$ cat src/rtl/dpram_pkg.sv
// dpram_pkg
// Shared constants and types for the dual-port RAM slice.
//   DPRAM_WIDTH / DPRAM_DEPTH / DPRAM_ADDR_SIZE : default geometry (16 x 8)
//   dpram_word_t / dpram_addr_t                 : word and address types at
//                                                 the default geometry
package dpram_pkg;

  localparam int DPRAM_WIDTH     = 8;
  localparam int DPRAM_DEPTH     = 16;
  localparam int DPRAM_ADDR_SIZE = 4;

  typedef logic [DPRAM_WIDTH-1:0]     dpram_word_t;
  typedef logic [DPRAM_ADDR_SIZE-1:0] dpram_addr_t;

endpackage : dpram_pkg

$ cat src/rtl/dpram_array.sv
// dpram_array
// Reset-able storage array with a synchronous write port and a
// combinational read tap. The top level registers the tap.
// Ports:
//   clk     : clock, writes on rising edge
//   reset   : asynchronous active-low reset, clears every word
//   we      : write enable
//   we_addr : write address
//   din     : write data
//   rd_addr : read tap address
//   rd_data : combinational read tap, mem[rd_addr] (pre-write contents)
module dpram_array
  import dpram_pkg::*;
#(
  parameter int WIDTH     = DPRAM_WIDTH,
  parameter int DEPTH     = DPRAM_DEPTH,
  parameter int ADDR_SIZE = DPRAM_ADDR_SIZE
) (
  input  logic                 clk,
  input  logic                 reset,
  input  logic                 we,
  input  logic [ADDR_SIZE-1:0] we_addr,
  input  logic [WIDTH-1:0]     din,
  input  logic [ADDR_SIZE-1:0] rd_addr,
  output logic [WIDTH-1:0]     rd_data
);

  logic [WIDTH-1:0] mem [DEPTH];

  // The whole array is cleared on reset so reads never return X.
  always_ff @(posedge clk or negedge reset) begin
    if (!reset) begin
      for (int i = 0; i < DEPTH; i++) begin
        mem[i] <= '0;
      end
    end else if (we) begin
      mem[we_addr] <= din;
    end
  end

  assign rd_data = mem[rd_addr];

endmodule : dpram_array

$ cat src/rtl/dual_port_ram_sync.sv
// dual_port_ram_sync
// Simple dual-port RAM, one write port and one read port on one clock,
// registered read data (1-cycle latency).
// There is no handshake: a write and/or a read may be issued every cycle,
// each qualified only by its own enable (we / re), independently.
// Build option:
//   DPRAM_WR_BYPASS_EN defined   : same-address read-during-write returns din
//                                  (write-first)
//   DPRAM_WR_BYPASS_EN undefined : returns the old contents (read-first)
// Ports:
//   clk     : clock
//   reset   : asynchronous active-low reset (dout and memory cleared)
//   we      : write enable
//   re      : read enable; dout holds when low
//   we_addr : write address
//   rd_addr : read address
//   din     : write data
//   dout    : registered read data
module dual_port_ram_sync
  import dpram_pkg::*;
#(
  parameter int WIDTH     = DPRAM_WIDTH,
  parameter int DEPTH     = DPRAM_DEPTH,
  parameter int ADDR_SIZE = DPRAM_ADDR_SIZE
) (
  input  logic                 clk,
  input  logic                 reset,
  input  logic                 we,
  input  logic                 re,
  input  logic [ADDR_SIZE-1:0] we_addr,
  input  logic [ADDR_SIZE-1:0] rd_addr,
  input  logic [WIDTH-1:0]     din,
  output logic [WIDTH-1:0]     dout
);

  generate
    if (DEPTH != (2 ** ADDR_SIZE)) begin : g_bad_geometry
      $error("dual_port_ram_sync: DEPTH must equal 2**ADDR_SIZE");
    end
  endgenerate

  logic [WIDTH-1:0] rd_data;
  logic [WIDTH-1:0] rd_next;

  dpram_array #(
    .WIDTH     (WIDTH),
    .DEPTH     (DEPTH),
    .ADDR_SIZE (ADDR_SIZE)
  ) u_array (
    .clk     (clk),
    .reset   (reset),
    .we      (we),
    .we_addr (we_addr),
    .din     (din),
    .rd_addr (rd_addr),
    .rd_data (rd_data)
  );

  // The tap shows the array before this edge's write lands, which gives
  // read-first naturally; the bypass forwards din instead on a collision.
`ifdef DPRAM_WR_BYPASS_EN
  always_comb begin
    rd_next = rd_data;
    if (we && (we_addr == rd_addr)) begin
      rd_next = din;
    end
  end
`else
  always_comb begin
    rd_next = rd_data;
  end
`endif

  always_ff @(posedge clk or negedge reset) begin
    if (!reset) begin
      dout <= '0;
    end else if (re) begin
      dout <= rd_next;
    end
  end

endmodule : dual_port_ram_sync

$ cat config.mk
export PLATFORM = sky130hd
export DESIGN_NAME = dual_port_ram_sync
export DESIGN_NICKNAME = d
export VERILOG_FILES = /design/src/rtl/dpram_pkg.sv /design/src/rtl/dpram_array.sv /design/src/rtl/dual_port_ram_sync.sv
export SDC_FILE = /design/constraint.sdc
export NUM_CORES = 1
export LEC_CHECK = 0
export ABC_CLOCK_PERIOD_IN_PS = 1450
export CORE_ASPECT_RATIO = 0.5
export CORE_MARGIN = 3
export CORE_UTILIZATION = 38
export CTS_BUF_LIST = sky130_fd_sc_hd__clkbuf_4 sky130_fd_sc_hd__clkbuf_8 sky130_fd_sc_hd__clkbuf_16
export DETAILED_ROUTE_END_ITERATION = 10
export PLACE_DENSITY_LB_ADDON = 0.08
export REMOVE_ABC_BUFFERS = 1
export SLEW_MARGIN = 40
export SYNTH_ARGS = -nofsm -noshare
export SYNTH_HDL_FRONTEND = slang
export SYNTH_SLANG_ARGS = --single-unit
$ cat constraint.sdc
create_clock -name clk -period 1.45 [get_ports clk]
set_input_delay 0.145 -clock clk [delete_from_list [all_inputs] [get_ports clk]]
set_output_delay 0.145 -clock clk [all_outputs]
set_load 0.03 [all_outputs]
==> out/metrics.cfg <==
[synth]
synth_compound_area_frac = 0.0193
postSynthCellCount = 384
synth_xor_xnor_area_share = 0
avgSynthCellArea_sq_um = 16.2
synth-seq-cells = 136
synth_warnings = 0
synth_top_family_by_area = multiplexers
synth_area_sq_um = 6220
yosys.area_share.simple = 0.0432
synth_mux_area_frac = 0.365
synth-seq-area-share = 0.547
synth_cell_types = 27
synthAdderAreaFrac = 0

[detailed_routing]
num_vias = 3579
top_layer = met4
first_pass_iters = 4
drc = 0
finalWirelength_um = 14200
dr_wl_met2_um = 6580
wl_met3_um = 408
ant_nets = 0
drt_iter0_drc = 187
routed_via_density = 5.22
wire_per_inst_um = 20.8
drt-met1-wl_um = 7090

[setup_path]
reg2reg_from = u_array.mem[26]
cpMaxStageDelayCell = mux4_2
end_kind = flip-flop
ff2ff_path_depth = 3
path_max_fanout = 2
r2r_slack_ns = 0.03
crit_required_ns = 1.72
critPathKind = flip-flop to flip-flop
crit_path_start_kind = flip-flop
cpPeakStageDelay_ns = 0.50
timing.rr.end = dout[2]
cp.arrival_ns = 1.70
crit_chain = mux4_2 -> o22ai_1 -> a221oi_1

[min_path]
hp-class = input pin to asynchronous set/reset pin

[floorplan]
num_rows = 32
core_area_sq_um = 15700
fp.dieH_um = 96.5
initial_utilization = 0.396
io_pins = 28
die_w_um = 187
dieArea_sq_um = 18000

[clock_network]
clock_path_buffers = 2
insertion_delay_ns = 0.41
clk_pin_slew_ns = 0.06
cts_tree = built
post_cts_buffers = 0
clock_sink_count = 136
cts.htree.levels = 4
root_buffer = clkbuf_16
cts_buffers = 17

[placed_design]
place_inst = 652
gp_congestion = 0.754
io_buffers = 27
dp_hpwl_um = 9870

[grt]
grt_pass1_vias = 3810
grtUsageTotal = 0.172
antenna_found_initial = 0
grt_max_degree = 45
grt_pass1_wl_um = 22800
grt_overflow = 0

[finish]
final_util = 0.498
drive_gt1_frac = 0.580
area_growth_pct = 25.9
fin_nets = 471
fillers = 1322
n_antenna_cell = 0
final_cells = 685

[sta]
hold_viol_final = 0
rsz0062_at_grt = no
drv_slew = 0
tightestPinTransition_ns = 0.459
max_slew_margin = 0.694
setup_viol = 0
min_period_ns = 1.42
max_clock_freq_mhz = 702
skew_ns = 0.00633
fin_hold_ws_ns = 0.238
min_period_over_period = 0.982

[power]
p_leak_nw = 3.33
power_density_nw_per_um2 = 1500
ir_drop_mv = 0.871

[status]
status = completed

[job]
maxCapViolCount = 0

logic make-up after synthesis:
logic type / after synthesis
and+or+nand+nor: 36
buffers and inverters: 28
muxes: 168
DFF: 136
AOI/OAI and AO/OA: 16
per-stage QoR:
step / area (sq um) / power, W / TNS [ns] / setup slack, ns
2_1_floorplan: 6060 / 0.00644 / 0 / 0.0449
3_3_place_gp: 7160 / 0.00721 / -47.48 / -0.469
3_5_place_dp: 7160 / 0.00735 / -50.59 / -0.507
4_1_cts: 7790 / 0.0118 / 0 / 0.00737
5_1_grt: 7840 / 0.0123 / 0 / 0.00246
6_report: 7840 / 0.0117 / 0 / 0.0258
cell type report:
cell class,instances,area [sq um],area share
sequential,136,3400,0.434
clock inverter,11,145,0.0185
timing repair buffer,76,833,0.106
clock buffer,21,474,0.0605
multi-input combinational,220,2700,0.345
tap,221,277,0.0353
critical path, delay by kind of cell (launching register included):
| family | cells | cell delay, ns |
|---|---|---|
| muxes | 1 | 0.50 |
| AOI/OAI and AO/OA | 2 | 0.41 |
| DFF | 1 | 0.38 |
cells in the mapped netlist (all sizes together):
| master | number | area, sq um |
|---|---|---|
| dfrtp | 136 | 3400 |
| mux2 | 128 | 1470 |
| mux4 | 32 | 721 |
| buf | 19 | 126 |
| nor2 | 14 | 67.6 |
| clkbuf | 9 | 33.8 |
| a221oi | 8 | 70.1 |
| mux2i | 8 | 80.1 |
| o22ai | 8 | 50.1 |
| nor3 | 6 | 72.6 |
| nand2b | 4 | 40.0 |
| nand2 | 2 | 10.0 |
| nand3 | 2 | 10.0 |
| nand3b | 2 | 15.0 |
| or3 | 2 | 12.5 |
| and2 | 1 | 6.26 |
| nor4 | 1 | 21.3 |
| or2 | 1 | 6.26 |
| or4 | 1 | 7.51 |
state kept, by name (all words and copies together), names as in the netlist:
name         cells
dout             8
u_array.mem    128
cell usage in the layout (no fill, tap or decap), drive strengths merged:
cell,n
dfrtp,136
dlymetal6s2s,3
nor2,14
nor4,1
dlygate4sd3,1
nand3b,2
buf,51
o22ai,8
or3,2
mux2,128
nor3,6
clkinvlp,3
clkdlybuf4s50,13
a221oi,8
nand2b,4
dlygate4sd2,8
bufinv,3
nand2,2
inv,1
or2,1
clkbuf,21
or4,1
mux4,32
mux2i,8
clkinv,4
nand3,2
and2,1
report_power, final:
| group | internal, W | leakage (nW) | switching (W) |
|---|---|---|---|
| Sequential | 0.00468 | 1.66 | 0.000453 |
| Clock | 0.00286 | 0.299 | 0.00160 |
| Combinational | 0.00131 | 1.37 | 0.000825 |
worst max path at each step:
stage / startpoint / end / slack, ns / depth (start not counted)
after detailed placement: we_addr[0] / u_array.mem[89] / -0.51 / 4
after CTS: we_addr[0] / u_array.mem[114] / 0.007 / 6
after floorplan: we_addr[1] / u_array.mem[120] / 0.04 / 3
final: u_array.mem[26] / dout[2] / 0.03 / 3
after global routing: u_array.mem[26] / dout[2] / 0.002 / 3
after global placement: we_addr[0] / u_array.mem[95] / -0.47 / 4
repair_timing:
item	CTS	global route
setup endpoints to repair	17	62
endpoints found under the hold margin	40	0
hold buffers	1	0
resized for setup	10	11
per-layer routing:
metal  track usage  vias to the layer above
li1              -                     1577
met1         0.244                     1952
met2         0.270                       37
met3        0.0386                       13
met4        0.0490                        0
met5             0                        -
(Power assumes the default switching activity.)
